--- src/rtl/miner_pkg.sv ---
// Shared definitions for the nonce reporting path: word width and the TX
// handshake state encoding.
package miner_pkg;

   localparam int NONCE_W = 32;

   typedef enum logic [1:0] {
      ST_IDLE = 2'd0,
      ST_SEND = 2'd1,
      ST_WAIT = 2'd2
   } tx_state_t;

endpackage

--- src/rtl/nonce_fifo.sv ---
// Register-array FIFO with first-word-fall-through output. The pointers carry
// one extra wrap bit so that full and empty can be told apart.
module nonce_fifo #(
   parameter int WIDTH = 32,
   parameter int DEPTH = 8
) (
   input  logic                     clk,
   input  logic                     reset_n,
   input  logic                     push,
   input  logic                     pop,
   input  logic                     flush,
   input  logic [WIDTH-1:0]         din,
   output logic [WIDTH-1:0]         dout,
   output logic [$clog2(DEPTH):0]   count,
   output logic                     full,
   output logic                     empty
);

   localparam int AW = $clog2(DEPTH);
   localparam logic [AW:0] PTR_ONE = {{AW{1'b0}}, 1'b1};

   logic [WIDTH-1:0] mem [DEPTH];
   logic [AW:0]      wr_ptr;
   logic [AW:0]      rd_ptr;
   logic             do_push;
   logic             do_pop;

   // A push into a full FIFO only lands when a pop frees the slot this cycle.
   assign do_pop  = pop && !empty;
   assign do_push = push && (!full || do_pop);

   always_ff @(posedge clk or negedge reset_n) begin
      if (!reset_n) begin
         wr_ptr <= '0;
         rd_ptr <= '0;
      end else if (flush) begin
         wr_ptr <= '0;
         rd_ptr <= '0;
      end else begin
         if (do_push) wr_ptr <= wr_ptr + PTR_ONE;
         if (do_pop)  rd_ptr <= rd_ptr + PTR_ONE;
      end
   end

   always_ff @(posedge clk) begin
      if (do_push && !flush) mem[wr_ptr[AW-1:0]] <= din;
   end

   assign dout  = mem[rd_ptr[AW-1:0]];
   assign count = wr_ptr - rd_ptr;
   assign empty = (wr_ptr == rd_ptr);
   assign full  = (wr_ptr[AW] != rd_ptr[AW]) && (wr_ptr[AW-1:0] == rd_ptr[AW-1:0]);

endmodule

--- src/rtl/golden_nonce_queue.sv ---
// Queues golden nonces from the hasher array and hands them one at a time to
// serial_transmit over its send/word/busy handshake.
module golden_nonce_queue
   import miner_pkg::*;
#(
   parameter int DEPTH = 8,
   parameter int DEDUP = 1
) (
   input  logic                     clk,
   input  logic                     reset_n,
   input  logic [NONCE_W-1:0]       nonce_in,
   input  logic                     nonce_valid,
   input  logic                     new_work,
   input  logic                     tx_busy,
   output logic                     tx_send,
   output logic [NONCE_W-1:0]       tx_word,
   output logic [$clog2(DEPTH):0]   count,
   output logic                     empty,
   output logic                     overflow
);

   tx_state_t          state;
   tx_state_t          state_next;
   logic [NONCE_W-1:0] last_nonce;
   logic               last_valid;
   logic [NONCE_W-1:0] fifo_dout;
   logic               fifo_full;
   logic               fifo_empty;
   logic               is_dup;
   logic               pop;
   logic               push;
   logic               drop;

   assign is_dup = (DEDUP != 0) && last_valid && (nonce_in == last_nonce);
   assign push   = nonce_valid && !new_work && !is_dup && (!fifo_full || pop);
   assign drop   = nonce_valid && !new_work && !is_dup && fifo_full && !pop;

   nonce_fifo #(
      .WIDTH (NONCE_W),
      .DEPTH (DEPTH)
   ) u_fifo (
      .clk     (clk),
      .reset_n (reset_n),
      .push    (push),
      .pop     (pop),
      .flush   (new_work),
      .din     (nonce_in),
      .dout    (fifo_dout),
      .count   (count),
      .full    (fifo_full),
      .empty   (fifo_empty)
   );

   assign empty = fifo_empty;

   always_ff @(posedge clk or negedge reset_n) begin
      if (!reset_n) state <= ST_IDLE;
      else          state <= state_next;
   end

   // busy is only trusted once seen high in SEND; the transmitter never resets it.
   always_comb begin
      state_next = state;
      unique case (state)
         ST_IDLE: if (!fifo_empty && !new_work) state_next = ST_SEND;
         ST_SEND: if (tx_busy)                  state_next = ST_WAIT;
         ST_WAIT: if (!tx_busy)                 state_next = ST_IDLE;
         default:                               state_next = ST_IDLE;
      endcase
   end

   always_comb begin
      pop     = 1'b0;
      tx_send = 1'b0;
      case (state)
         ST_IDLE: pop     = !fifo_empty && !new_work;
         ST_SEND: tx_send = 1'b1;
         default: ;
      endcase
   end

   // tx_word only changes on a pop, so it stays put through SEND and WAIT.
   always_ff @(posedge clk or negedge reset_n) begin
      if (!reset_n) begin
         tx_word    <= '0;
         last_nonce <= '0;
         last_valid <= 1'b0;
         overflow   <= 1'b0;
      end else begin
         if (pop) tx_word <= fifo_dout;
         if (new_work) begin
            last_valid <= 1'b0;
            overflow   <= 1'b0;
         end else begin
            if (push) begin
               last_nonce <= nonce_in;
               last_valid <= 1'b1;
            end
            if (drop) overflow <= 1'b1;
         end
      end
   end

endmodule

--- config.mk ---
export PLATFORM = sky130hd
export DESIGN_NAME = golden_nonce_queue
export DESIGN_NICKNAME = d
export VERILOG_FILES = /design/src/rtl/miner_pkg.sv /design/src/rtl/nonce_fifo.sv /design/src/rtl/golden_nonce_queue.sv
export SDC_FILE = /design/constraint.sdc
export NUM_CORES = 1
export LEC_CHECK = 0
export ABC_AREA = 1
export CAP_MARGIN = 10
export CORE_ASPECT_RATIO = 1.25
export CORE_MARGIN = 5
export CORE_UTILIZATION = 50
export CTS_BUF_LIST = sky130_fd_sc_hd__clkbuf_8
export CTS_CLUSTER_DIAMETER = 120
export DETAILED_ROUTE_END_ITERATION = 8
export GPL_TIMING_DRIVEN = 1
export HOLD_SLACK_MARGIN = 0.15
export PLACE_DENSITY = 0.73
export SETUP_SLACK_MARGIN = 0.2
export SYNTH_ARGS = -nofsm -noshare
export SYNTH_HDL_FRONTEND = slang
export SYNTH_HIERARCHICAL = 1
export SYNTH_SLANG_ARGS = --single-unit
--- constraint.sdc ---
create_clock -name clk -period 5.93 [get_ports clk]
set_clock_uncertainty 0.1 [all_clocks]
set_input_delay 1.186 -clock clk [delete_from_list [all_inputs] [get_ports clk]]
set_output_delay 1.186 -clock clk [all_outputs]
set_load 0.03 [all_outputs]
==> flow_summary.json <==
{
  "yosysTopAreaCellShare": 0.551,
  "fin_util": 0.575,
  "synth_area_leaders": "edfxtp_1 (55%), dfrtp_1 (14%), nand2_1 (9.0%), o21ai_0 (6.1%), nor2_1 (5.9%)",
  "gp_congestion": 0.785,
  "die_w_um": 159,
  "htree_levels": 2,
  "syn_avg_cell_area_sq_um": 10.6,
  "drc": 0,
  "use_met1": 0.250,
  "maxSlewHeadroom": 0.203,
  "fin_area_sq_mm": 0.0159,
  "die_h_um": 197,
  "wl_um": 31700,
  "status": "completed",
  "ios": 76,
  "worstMarginPinSlew_ps": 1190,
  "cts_root_buf": "clkbuf_8",
  "period_share": 0.792,
  "placed_area_sq_mm": 0.0149,
  "nFillCells": 2336,
  "drt-pass1-iter-count": 7,
  "start_util": 0.506,
  "finalCriticalPeriod_ps": 4690,
  "gr-usage-all-layers": 0.199,
  "wl_per_cell_um": 17.9,
  "hold_class": "reg2reg",
  "grt_start_max_net_pins": 86,
  "synth_area_sq_mm": 0.0139,
  "final_net_count": 1422,
  "holdBufCountCts": 0,
  "drtAntennaViolNets": 0,
  "hpwl_um": 17700,
  "worstSetupStartpointType": "register",
  "synth_seq_cells": 332,
  "power_density_mw_per_mm2": 332,
  "gr-usage-met3": 0.0287,
  "cp_max_fo": 71,
  "synth.distinct_cells": 30,
  "cp.required_ps": 6010,
  "drive_gt1_frac": 0.0711,
  "fmax_ghz": 0.213,
  "drtIter0Drc": 882,
  "syn-num-nets": 1353,
  "p_leak_uw": 0.00629,
  "antenna_found_initial": 0,
  "syn_inst": 1310,
  "ir_drop_uv": 184,
  "hold_viol": 0,
  "fin_tns_setup_ps": 0,
  "holdWs_ps": 367,
  "regArea_sq_mm": 0.00960,
  "maxCapViolations": 0,
  "finalSetupViolCount": 0,
  "grt_first_pass_wirelength_um": 50400,
  "syn_to_final_growth_pct": 13.7,
  "cp-end-kind": "register",
  "yosysSeqAreaShare": 0.688,
  "via_per_inst": 5.41,
  "maxSlewViolCount": 0,
  "vias": 9582,
  "grt-ovfl-total": 0,
  "synth.largest_area_cell": "edfxtp_1",
  "port_buffers": 75,
  "grt_setup_unrepaired": "no",
  "clockBufferDepth": 3,
  "yosysWarnings": 6,
  "diodes": 0,
  "cts_resized": 0,
  "cts_buffers": 50,
  "cp_data_arrival_time_ps": 4770,
  "grtUsageMet2": 0.354,
  "core_sq_mm": 0.0276,
  "busiest_layer": "met2",
  "cts_sinks": 332,
  "die-area_sq_mm": 0.0314,
  "multi_input_area_sq_mm": 0.00380,
  "crit_type": "reg2reg",
  "std_cell_rows": 68,
  "grt_pass1_vias": 9487,
  "clk_latency_ps": 580,
  "clk_pin_slew_worst_paths_ps": 70,
  "cts_tree": "yes",
  "cts_setup_buffers": 0
}
## critical path, stage by stage, from the launching register on
cell     delay [ps]
dfrtp_4         950
inv_1           120
ha_1            300
nand2_1          90
nor2_1           80
nand2_1         110
inv_1            90
nor4_4          180
inv_2            70
nand2_2          50
buf_4           410
nand3_2         190
inv_2           140
nand3_1         380
nor2_4         1040
## logic make-up after synthesis
family	count (synthesis)	share of synthesized area
AO/OA/AOI/OAI	209	0.0753
XOR/XNOR	15	0.00942
adder cells (fa/ha/maj)	6	0.00592
buffers and inverters	129	0.0441
flip-flops	332	0.688
AND/OR/NAND/NOR	619	0.178
## power breakdown
part | switching (uW) | internal [uW]
Combinational | 467 | 288
Sequential | 81.9 | 2650
Clock | 858 | 911
## stage by stage
step / worst slack [ps] / cells / total power [uW]
floorplan: 1420 / 1310 / 3190
global placement: 1250 / 1677 / 3530
CTS: 1270 / 1770 / 5310
detailed placement: 1150 / 1677 / 3540
global route: 963 / 1770 / 5480
finish: 1240 / 1770 / 5260
## area by class of cell
cell class | count | area share
flip-flops and latches | 332 | 0.605
multi-input cells | 849 | 0.240
repair buffers | 88 | 0.0533
clock buffers | 56 | 0.0486
well taps | 350 | 0.0276
inverters | 58 | 0.0138
clock inverters | 37 | 0.0116
## state kept, by name, summed over array words and instances, names as in the netlist
name	cells
overflow	1
last_nonce	32
u_fifo/mem	256
state	2
u_fifo/rd_ptr	4
u_fifo/wr_ptr	4
tx_word	32
last_valid	1
## metal layers
layer / share of wire / wire length (um) / up-vias
met4: 0.028 / 886 / 0
met5: 0 / 0 / -
li1: - / - / 4577
met2: 0.51 / 16300 / 323
met1: 0.40 / 12800 / 4617
met3: 0.055 / 1740 / 65
## final timing paths
path                                  startpoint           endpoint  slack (ps)  cells after the start
worst max-delay path            u_fifo/rd_ptr[1]  u_fifo/mem[3][17]        1240                     14
worst min-delay path                 tx_word[22]        tx_word[22]         370                      2
worst max register to register  u_fifo/rd_ptr[1]  u_fifo/mem[3][17]        1240                     14
worst min register to register       tx_word[22]        tx_word[22]         370                      2
max in group asynchronous                reset_n   u_fifo/rd_ptr[0]        4240                      2
min in group asynchronous                reset_n      last_nonce[4]         470                      1
## cell usage after synthesis (all sizes together)
cell / count
dfrtp: 76
clkbuf: 34
nor4: 1
nand3b: 1
inv: 57
xor2: 7
fa: 1
nor3: 1
edfxtp: 256
o31ai: 1
o22ai: 1
a21oi: 3
clkinv: 1
xnor2: 8
nor2: 219
nand4: 38
nand3: 22
nand2: 337
ha: 5
buf: 37
o21ai: 204
## cell usage in the layout, fill, tap and decap left out, types with 3 or more instances in the layout
| cell | n |
|---|---|
| nor2_1 | 209 |
| nand3_1 | 21 |
| a21oi_1 | 3 |
| xor2_1 | 7 |
| o21ai_1 | 33 |
| nand2_1 | 336 |
| inv_1 | 71 |
| ha_1 | 5 |
| buf_4 | 14 |
| edfxtp_1 | 256 |
| dfrtp_1 | 74 |
| clkdlybuf4s50_1 | 74 |
| o21ai_0 | 171 |
| clkinv_1 | 8 |
| xnor2_1 | 8 |
| clkbuf_8 | 56 |
| inv_2 | 3 |
| nor2_4 | 8 |
| nand4_1 | 38 |
| clkinv_2 | 10 |
Note: power is estimated with default switching activity, not from simulation.
